File: src/rtl/panel_text_scheduler.sv
// panel_text_scheduler: round-robin text source arbiter with frame-synchronous panel string commit
// Ports:
//   vga_clk_i     pixel clock, all logic on rising edge
//   rst_i         synchronous active-high reset
//   req_i         level request per source
//   msg_i         flattened messages, source i at [i*8*CHAR_COUNT +: 8*CHAR_COUNT], char 0 MSB
//   frame_start_i one-cycle pulse at frame start
//   grant_o       one-hot pulse when a source's message is captured
//   ack_o         one-hot pulse when that source's text becomes visible
//   string_o      panel text, char k at [8*(CHAR_COUNT-k)-1 -: 8], upper bits zero
//   cur_src_o     source whose text is displayed
//   busy_o        high outside IDLE
module panel_text_scheduler #(
    parameter int          NUM_REQ    = 3,
    parameter int          CHAR_COUNT = 13,
    parameter int          STR_BITS   = 400,
    parameter logic [7:0]  PAD_CHAR   = 8'h20,
    parameter logic [7:0]  BAD_CHAR   = 8'h3F
) (
    input  logic                            vga_clk_i,
    input  logic                            rst_i,
    input  logic [NUM_REQ-1:0]              req_i,
    input  logic [NUM_REQ*8*CHAR_COUNT-1:0] msg_i,
    input  logic                            frame_start_i,
    output logic [NUM_REQ-1:0]              grant_o,
    output logic [NUM_REQ-1:0]              ack_o,
    output logic [STR_BITS-1:0]             string_o,
    output logic [1:0]                      cur_src_o,
    output logic                            busy_o
);
    localparam int W = 8 * CHAR_COUNT;

    typedef enum logic [1:0] {IDLE, LOAD, WAIT_FRAME, COMMIT} state_t;

    state_t             state_q;
    logic [1:0]         last_q, sel_q, sel_d, j;
    logic [W-1:0]       msg_q, shadow_q, str_q;
    logic [3:0]         idx_q;
    logic               nul_q;
    logic [7:0]         c, wc;
    logic [NUM_REQ-1:0] grant_q, ack_q;
    logic [1:0]         cur_src_q;
    int                 off;

    // Scan from the farthest candidate down so the nearest requester after last_q wins.
    always_comb begin
        sel_d = '0;
        j = '0;
        for (int k = NUM_REQ; k >= 1; k--) begin
            j = 2'((int'(last_q) + k) % NUM_REQ);
            if (req_i[j]) sel_d = j;
        end
    end

    // Once a NUL is seen, every remaining char becomes padding.
    always_comb begin
        off = 8 * (CHAR_COUNT - 1 - int'(idx_q));
        c = msg_q[off +: 8];
        wc = (nul_q || c == 8'h00) ? PAD_CHAR : (c < 8'h20 || c > 8'h7E) ? BAD_CHAR : c;
    end

    always_ff @(posedge vga_clk_i) begin
        if (rst_i) begin
            state_q   <= IDLE;
            last_q    <= 2'(NUM_REQ - 1);
            sel_q     <= '0;
            msg_q     <= '0;
            idx_q     <= '0;
            nul_q     <= 1'b0;
            shadow_q  <= {CHAR_COUNT{PAD_CHAR}};
            str_q     <= {CHAR_COUNT{PAD_CHAR}};
            grant_q   <= '0;
            ack_q     <= '0;
            cur_src_q <= '0;
        end else begin
            grant_q <= '0;
            ack_q   <= '0;
            case (state_q)
                IDLE: if (|req_i) begin
                    grant_q <= NUM_REQ'(1) << sel_d;
                    msg_q   <= msg_i[int'(sel_d)*W +: W];
                    sel_q   <= sel_d;
                    idx_q   <= '0;
                    nul_q   <= 1'b0;
                    state_q <= LOAD;
                end
                LOAD: begin
                    shadow_q[off +: 8] <= wc;
                    nul_q <= nul_q || c == 8'h00;
                    idx_q <= idx_q + 4'd1;
                    if (idx_q == 4'(CHAR_COUNT - 1)) state_q <= WAIT_FRAME;
                end
                WAIT_FRAME: if (frame_start_i) state_q <= COMMIT;
                default: begin
                    str_q     <= shadow_q;
                    cur_src_q <= sel_q;
                    ack_q     <= NUM_REQ'(1) << sel_q;
                    last_q    <= sel_q;
                    state_q   <= IDLE;
                end
            endcase
        end
    end

    assign grant_o   = grant_q;
    assign ack_o     = ack_q;
    assign string_o  = STR_BITS'(str_q);
    assign cur_src_o = cur_src_q;
    assign busy_o    = state_q != IDLE;
endmodule

File: config.mk
export PLATFORM = sky130hd
export DESIGN_NAME = panel_text_scheduler
export DESIGN_NICKNAME = d
export VERILOG_FILES = /design/src/rtl/panel_text_scheduler.sv
export SDC_FILE = /design/constraint.sdc
export NUM_CORES = 1
export LEC_CHECK = 0
export BUFFER_PORTS_ARGS = -buffer_cell sky130_fd_sc_hd__buf_4
export CAP_MARGIN = 25
export CORE_AREA = 2 2 282 284
export DETAILED_ROUTE_END_ITERATION = 10
export DIE_AREA = 0 0 284 286
export HOLD_SLACK_MARGIN = 0.08
export PLACE_DENSITY = 0.54
export SYNTH_ARGS = -nofsm -noshare
export SYNTH_HDL_FRONTEND = slang
export SYNTH_SLANG_ARGS = --single-unit
File: constraint.sdc
create_clock -name vga_clk_i -period 4.7 [get_ports vga_clk_i]
set_input_delay 0.47 -clock vga_clk_i [delete_from_list [all_inputs] [get_ports vga_clk_i]]
set_output_delay 0.47 -clock vga_clk_i [all_outputs]
set_load 0.05 [all_outputs]
==> metrics.md, run 1 <==
| Metric | Value |
|---|---|
| Skew final | 0.0199 ns |
| Initial antenna violation count | 0 |
| Boundary Pins | 727 |
| Worst Hold Class | input port to flop |
| Rel. slew slack | 30.5% |
| CTS Hold Bufs | 0 |
| Worst-Skew Late Latency | 0.55 ns |
| Routability cong. | 0.791 |
| Root buf cell | clkbuf_16 |
| Worst-margin pin slew | 1.04 ns |
| Post-Synth XOR/XNOR Area | 0.292% |
| Startpoint of the worst hold path | msg_i[246] |
| PnR Total Power | 0.0105 W |
| DR pass1 iterations | 5 |
| Buffers added on ports | 430 |
| Area leader, netlist | dfxtp_1 |
| Number of global-route vias before repair | 12700 |
| ANT cells | 0 |
| Cts bufs inserted | 36 |
| Area Overhead vs Synth | 24.5% |
| GRT Util Overall | 13.4% |
| Drt wl/cell | 17.2 um |
| Clock transition at path regs | 0.06 ns |
| Arr. time, crit path | 4.50 ns |
| Crit start category | flop |
| Delay-heaviest family, CP | simple AND/OR/NAND/NOR gates |
| CP max-delay cell | xnor2_2 |
| Total number of yosys warnings | 0 |
| Synth cell types | 67 |
| Sum Neg Setup Slack | 0 ns |
| Fin. max-slew vios | 0 |
| Register area share after synthesis | 37.6% |
| Avg Cell Area, Syn | 9.02 um2 |
| Synth Area in Simple Gates | 12.7% |
| Post-synth EDFFs | 0 |
| Die Span Y | 286 um |
| Tmin final | 4.07 ns |
| Buf/Inv on CP | 1 |
| CP required | 5.13 ns |
| Register area | 6610 um2 |
| FF-to-FF End | shadow_q[2] |
| Num rows | 103 |
| Post-Syn Instances | 1947 |
| Crit Path Max Fanout | 35 |
| Synth Area in Compound Gates | 15.5% |
| Post-CTS setup buffer count | 0 |
| Largest family of logic cells by synthesized area | buffers and inverters |
| Core area | 78400 um2 |
| Vias/cell | 4.09 |
| ANT nets after route | 0 |
| DIE AREA | 81200 um2 |
| Initial core utilization | 22.4% |
| Final period util | 86.6% |
| Max incr delay on CP | 0.58 ns |
| Synth area leaders | dfxtp_1 38%, buf_4 13%, mux2i_1 12%, nand2_1 5.6%, o211ai_1 4.8% |
| R2R cell count | 11 |
| H-tree depth | 2 |
| CTS tree | yes |
| F_max | 246 MHz |
| CTS resizes | 0 |
| Deepest clock path buffer count | 3 |
| First-pass GRT wire length | 83300 um |
| PD cells | 479 nW/um2 |
| Synth Flop Type | dfxtp_1 |
| Maxcap violations | 0 |
| WHS Endpoint | msg_q[38] |
| Share of layout cells above drive strength 1 | 26.3% |
| CTS Sinks | 330 |
| Multiplexer area fraction after synthesis | 15.9% |
| Endpoint class of the critical path | flop |
| Synth async-reset ratio | 0% |
| Hold depth | 3 |
| Crit Path Category | flop to flop |
| RR Startpoint | idx_q[0] |
| HPWL Detailed | 44800 um |
| Largest net degree at the start of global routing | 108 |
| Post-synthesis adder-cell area fraction | 0.983% |
| Top cell type's share of synthesized area | 37.6% |
| CP dominant cell by count | nand3_1 |
| DRC Markers | 0 |
| Fill cells | 8589 |
| GRT Residual Overflow | 0 |
| R2r setup slk | 0.63 ns |
| Status | completed |
| Worst-path cell chain | buf_4, o21ai_1, xnor2_2, nand3_1, ha_1, nor4bb_1, nand2_1, a2111o_1, nor2_1, nand3_1, o32ai_1 |
| RSZ-0062 raised after global routing | no |
| Leakage | 9.55 nW |
| Final Hold Vio Count | 0 |
| Cell Area, Synth | 17600 um2 |
| Cell count after placement | 3312 |
| Initial DRC count | 847 |
| Area of the multi-input gates | 9140 um2 |
| Synth Register Bits | 330 |
| Max VDD drop | 0.326 mV |
| Chip Width | 284 um |
| Via count | 13800 |
| WHS | 0.242 ns |
| Non-Filler Instances | 3375 |
| Final setup fails | 0 |
| Drt total wl | 58200 um |
| Nets@finish | 2631 |
## worst max-delay path by stage
stage | start | end | slack (ns) | cells after the start
after floorplan | idx_q[0] | shadow_q[0] | 0.68 | 19
after global placement | idx_q[1] | shadow_q[35] | 0.62 | 10
after detailed placement | idx_q[0] | shadow_q[0] | 0.66 | 11
after CTS | idx_q[0] | shadow_q[2] | 0.64 | 11
after global routing | idx_q[0] | shadow_q[2] | 0.21 | 11
final | idx_q[0] | shadow_q[2] | 0.63 | 11
## routing by layer
layer  share of wire, %  wire length, um  up-vias  global-route usage [%]
met4                1.0              610        0                    1.92
met2                 50            28800      386                    23.4
li1                   -                -     6949                       -
met5                  0                0        -                       0
met1                 45            26300     6440                    18.0
met3                4.3             2490       43                    1.79
## layout by cell type, fill, tap and decap left out, types with 3 or more instances in the layout
cell       instances
a21o_1             6
a21oi_1          132
a221oi_1           3
a22oi_1            3
a31oi_1            3
and3_1            15
buf_12             5
buf_4            453
clkbuf_1           7
clkbuf_16         36
clkbuf_8          11
clkinv_2           5
conb_1           296
dfxtp_1          329
ha_1              11
inv_1             13
mux2_2            11
mux2i_1          212
mux4_1             7
mux4_2            16
nand2_1          261
nand3_1           76
nand4_1           10
nor2_1           119
nor3_1             8
nor3b_1            5
nor4bb_1           4
o211ai_1         112
o21a_1             4
o21ai_0           34
o21ai_1            7
o21bai_4           4
o31ai_1           10
o31ai_2           40
o32ai_1            5
## power by group
group          leakage, nW  internal (W)  total, W  switching [W]
Sequential            2.68       0.00314   0.00336       0.000226
Clock                0.593       0.00169   0.00288        0.00119
Combinational         6.27       0.00129   0.00424        0.00296
Total                 9.55       0.00612    0.0105        0.00437
## synth_stat cells (2+ instances only)
cell type      instances
dfxtp_1              330
buf_4                299
nand2_1              262
mux2i_1              212
a21oi_1              132
nor2_1               120
o211ai_1             112
clkbuf_1              87
nand3_1               76
o31ai_2               40
o21ai_0               34
buf_1                 28
mux4_2                16
and3_1                15
buf_2                 14
inv_1                 14
ha_1                  13
mux2_2                11
nand4_1               10
o31ai_1               10
nor3_1                 8
o21ai_1                8
mux4_1                 7
a21o_1                 6
buf_12                 6
dlygate4sd1_1          5
nor3b_1                5
o32ai_1                5
nor4bb_1               4
o21a_1                 4
o21bai_4               4
a221oi_1               3
a22oi_1                3
a31oi_1                3
nand2b_1               3
and2_1                 2
buf_6                  2
o21ba_2                2
or2_2                  2
xnor2_1                2
xor2_1                 2
## worst min-delay path, stage by stage
cell and delay [ns]:
buf_4 0.08, o211ai_1 0.08, a21oi_1 0.11
## cells by family after synthesis
| group | count (synthesis) |
|---|---|
| fa+ha+maj | 14 |
| xor+xnor | 5 |
| compound gates | 380 |
| other cells | 1 |
| simple gates | 515 |
| flops | 330 |
| mux | 246 |
| buf+inv | 456 |
## flip-flops by register name, indices dropped and copies added (netlist names)
| name | count |
|---|---|
| str_q | 104 |
| cur_src_o | 1 |
| last_q | 2 |
| sel_q | 2 |
| shadow_q | 104 |
| msg_q | 104 |
| ack_o | 3 |
| state_q | 2 |
| grant_o | 3 |
| nul_q | 1 |
| idx_q | 4 |
## final cells by class
cell class                      count  area share (%)
Clock inverter                     10           0.612
Sequential cell                   330            30.2
Inverter                           15           0.263
Tap cell                         1050            6.01
Multi-Input combinational cell   1456            41.8
Clock buffer                       53            4.87
Timing Repair Buffer              461            16.2
## through the flow
step / cell area [um2] / worst slack (ns) / util, %
floorplan: 18700 / 0.679 / -
global placement: 20600 / 0.618 / 26.3
detailed placement: 20700 / 0.660 / 26.4
CTS: 21900 / 0.639 / 27.9
global route: 21900 / 0.208 / 27.9
finish: 21900 / 0.630 / 27.9
Note: power is estimated with default switching activity, not from simulation.
==> inputs of run 2 (changes only) <==
Settings changed: ABC_AREA set to 1, CORE_AREA 2 2 282 284 to 2 2 285 287, DIE_AREA 0 0 284 286 to 0 0 287 289, GPL_TIMING_DRIVEN set to 0, PLACE_DENSITY 0.54 to 0.53.
==> metrics.md, run 2 <==
| Metric | Value |
|---|---|
| Status | completed |
| Initial core utilization | 22.5% (+0.072 points) |
| Boundary Pins | 727 (unchanged) |
| Area of the multi-input gates | 8770 um2 (-4.0%) |
| Final setup fails | 0 (unchanged) |
| CTS tree | yes |
| First-pass GRT wire length | 108000 um (+30%) |
| Synth Register Bits | 330 (unchanged) |
| DRC Markers | 0 (unchanged) |
| Max incr delay on CP | 0.42 ns (-0.16 ns) |
| Worst-margin pin slew | 0.989 ns (-0.0536 ns) |
| Endpoint class of the critical path | flop |
| Fill cells | 8860 (+3.2%) |
| Startpoint of the worst hold path | msg_i[98] |
| Final WS setup | 0.501 ns (-0.128 ns) |
| Leakage | 12.6 nW (+31%) |
| ANT nets after route | 0 (unchanged) |
| DIE AREA | 82900 um2 (+2.1%) |
| CTS Sinks | 330 (unchanged) |
| Top cell type's share of synthesized area | 36.8% (-0.84 points) |
| Synth cell types | 41 (-39%) |
| GRT Residual Overflow | 0 (unchanged) |
| Post-Synth XOR/XNOR Area | 0% (-0.29 points) |
| Count leader, synth | o21ai_0 |
| Register area | 6610 um2 (unchanged) |
| Post-synth EDFFs | 0 (unchanged) |
| Root buf cell | clkbuf_16 |
| Skew final | 0.0305 ns (+0.0106 ns) |
| Core area | 79900 um2 (+2.0%) |
| F_max | 238 MHz (-3.1%) |
| Vias/cell | 4.13 (+0.97%) |
| Chip Width | 287 um (+1.1%) |
| Die Span Y | 289 um (+1.0%) |
| R2R cell count | 22 (+11) |
| Initial DRC count | 985 (+16%) |
| Maxcap violations | 0 (unchanged) |
| Arr. time, crit path | 4.69 ns (+0.19 ns) |
| RR Startpoint | idx_q[0] |
| Final period util | 89.3% (+2.7 points) |
| Crit Path Max Fanout | 10 (-71%) |
| Clock transition at path regs | 0.06 ns (about the same) |
| Initial antenna violation count | 6 (+6) |
| CTS Hold Bufs | 0 (unchanged) |
| FF-to-FF End | shadow_q[19] |
| Regs by FF count | msg_q (104), shadow_q (104), str_q (104) |
| Dpl ws | 0.0547 ns (-0.606 ns) |
| Post-synth top cells | 384 x o21ai_0, 330 x dfxtp_1, 310 x buf_4 |
| Hold depth | 3 (unchanged) |
| Num rows | 104 (+0.97%) |
| Post-Syn Instances | 2525 (+30%) |
| WHS Endpoint | msg_q[98] |
| Worst Hold Class | input port to flop |
| PD cells | 647 nW/um2 (+35%) |
| Cell count after placement | 4312 (+30%) |
| HPWL Detailed | 61100 um (+36%) |
| Rel. slew slack | 34.1% (+3.6 points) |
| Register area share after synthesis | 36.8% (-0.84 points) |
| Synth async-reset ratio | 0% (unchanged) |
| Non-Filler Instances | 4388 (+30%) |
| Multiplexer area fraction after synthesis | 0% (-16 points) |
| Total number of yosys warnings | 0 (unchanged) |
| Worst-Skew Late Latency | 0.58 ns (+0.03 ns) |
| Area leader, netlist | dfxtp_1 |
| CP required | 5.19 ns (+0.06 ns) |
| Synth Area in Simple Gates | 19.4% (+6.7 points) |
| Share of layout cells above drive strength 1 | 27.2% (+0.84 points) |
| Tmin final | 4.20 ns (+0.128 ns) |
| Crit start category | flop |
| Area Overhead vs Synth | 39.4% |
| CP max-delay cell | dfxtp_2 |
| Nets@finish | 3627 (+38%) |
| Sum Neg Setup Slack | 0 ns (unchanged) |
| Leading cell type in the layout, fill and taps excluded | buf_4 |
| Synth Area in Compound Gates | 22.1% (+6.6 points) |
| Worst-path cell chain | inv_2, buf_6, buf_6, ha_1, buf_4, nor2_4, buf_4, nand2_1, nor2_2, inv_2, ha_1, nand2_1, nor3_1, nand3_1, o31ai_2, nand3_1, nor2_1, inv_1, nor2_4, buf_2, o21ai_0, a21oi_2 |
| R2r setup slk | 0.50 ns (-0.13 ns) |
| Routability cong. | 0.828 (+4.6%) |
| Drt wl/cell | 17.3 um (+0.20%) |
| Drt total wl | 75800 um (+30%) |
| Synth Flop Type | dfxtp_1 |
| Avg Cell Area, Syn | 7.12 um2 (-21%) |
| Largest net degree at the start of global routing | 14 (-87%) |
| Cts bufs inserted | 41 (+14%) |
| Via count | 18100 (+31%) |
| Final Hold Vio Count | 0 (unchanged) |
| Synth area leaders | dfxtp_1 37%, buf_4 13%, o21ai_0 11%, nand2_1 6.4%, a21oi_1 5.5% |
| H-tree depth | 2 (unchanged) |
| Most frequent cells in the layout | 741 x buf_4, 384 x o21ai_0, 329 x dfxtp_1, 304 x nand2_1, 296 x conb_1 |
| Fin. max-slew vios | 0 (unchanged) |
| DR pass1 iterations | 5 (unchanged) |
| Post-synthesis adder-cell area fraction | 0.905% (-0.078 points) |
| Number of global-route vias before repair | 17400 (+37%) |
| Deepest clock path buffer count | 3 (unchanged) |
| Crit Path Category | flop to flop |
| Buffers added on ports | 430 (unchanged) |
| Max VDD drop | 0.545 mV (+67%) |
| Largest family of logic cells by synthesized area | compound AO/OA/AOI/OAI gates |
| Cell Area, Synth | 18000 um2 (+2.3%) |
| GRT Util Overall | 17.4% (+4.0 points) |
| RSZ-0062 raised after global routing | no |
==> run 2: cell types whose count changed in the layout (fill, tap and decap cells not counted), sizes merged, moves of 15 or more <==
cell / previous run / this run
nand2: 262 / 316
a21oi: 132 / 209
mux4: 23 / 0
clkbuf: 54 / 168
and3: 15 / 0
nor2: 120 / 244
o31ai: 50 / 2
o21ai: 43 / 402
nand3: 77 / 198
buf: 460 / 791
o21a: 4 / 103
mux2i: 212 / 0
inv: 16 / 192
o211ai: 112 / 5
==> run 2: layout make-up <==
| class | instances | share of cell area [%] |
|---|---|---|
| diodes | 3 | 0.0300 |
| plain buffers | 469 | 12.1 |
| clock buffers | 57 | 4.74 |
| clock inverters | 15 | 0.579 |
| inverters | 190 | 2.87 |
| multi-input cells | 1831 | 35.0 |
| flip-flops and latches | 330 | 26.4 |
| well taps | 1060 | 5.29 |
| repair buffers | 433 | 13.0 |
==> run 2: logic make-up after synthesis <==
group	after synthesis
other cells	1
flops	330
simple gates	795
fa+ha+maj	13
compound gates	727
buf+inv	659
==> run 2: worst max path at each step <==
stage	startpoint	endpoint	slack, ns
3_3_place_gp	last_q[0]	msg_q[71]	0.10
4_1_cts	last_q[0]	msg_q[71]	0.06
5_1_grt	idx_q[0]	shadow_q[22]	0.11
2_1_floorplan	idx_q[0]	shadow_q[37]	1.21
3_5_place_dp	last_q[0]	msg_q[71]	0.05
6_report	idx_q[0]	shadow_q[19]	0.50
==> run 2: per-layer routing <==
layer  GRT usage, %  part of all wire, %  vias to the layer above
met5              0                0.049                        -
li1               -                    -                     9272
met3           3.24                  6.0                      102
met4           5.47                  2.7                        6
met1           22.5                   44                     8176
met2           29.5                   47                      584
==> run 2: worst max-delay path: cells and delay by family, from the launching register on <==
family                   cells  cell delay [ns]
AO/OA/AOI/OAI                3             0.49
adder cells (fa/ha/maj)      2             0.59
buffers and inverters        8             1.33
flip-flops                   1             0.42
AND/OR/NAND/NOR              9             1.23
==> run 2: through the flow <==
step                      hold slack [ns]  total power [W]  cell area (um2)  utilization, %
final                               0.186           0.0162            25100            31.4
after global routing                0.179           0.0173            25100            31.4
after CTS                           0.158           0.0163            25000            31.3
after detailed placement            0.437           0.0131            23700            29.6
after global placement              0.434           0.0131            23600            29.6
after floorplan                     0.411          0.00983            19100               -
==> run 2: power breakdown <==
group          leakage [nW]  switching (W)  internal, W
sequential             2.70       0.000442      0.00345
combinational          9.20        0.00654      0.00266
clock                 0.649        0.00131      0.00178
total                  12.5        0.00830      0.00790
==> run 2: timing repair <==
action | 4_1_cts | 5_1_grt
setup buffers | 0 | 1
endpoints found under the hold margin | 0 | 0
setup endpoints to repair | 0 | 38
gates resized for setup | 0 | 11
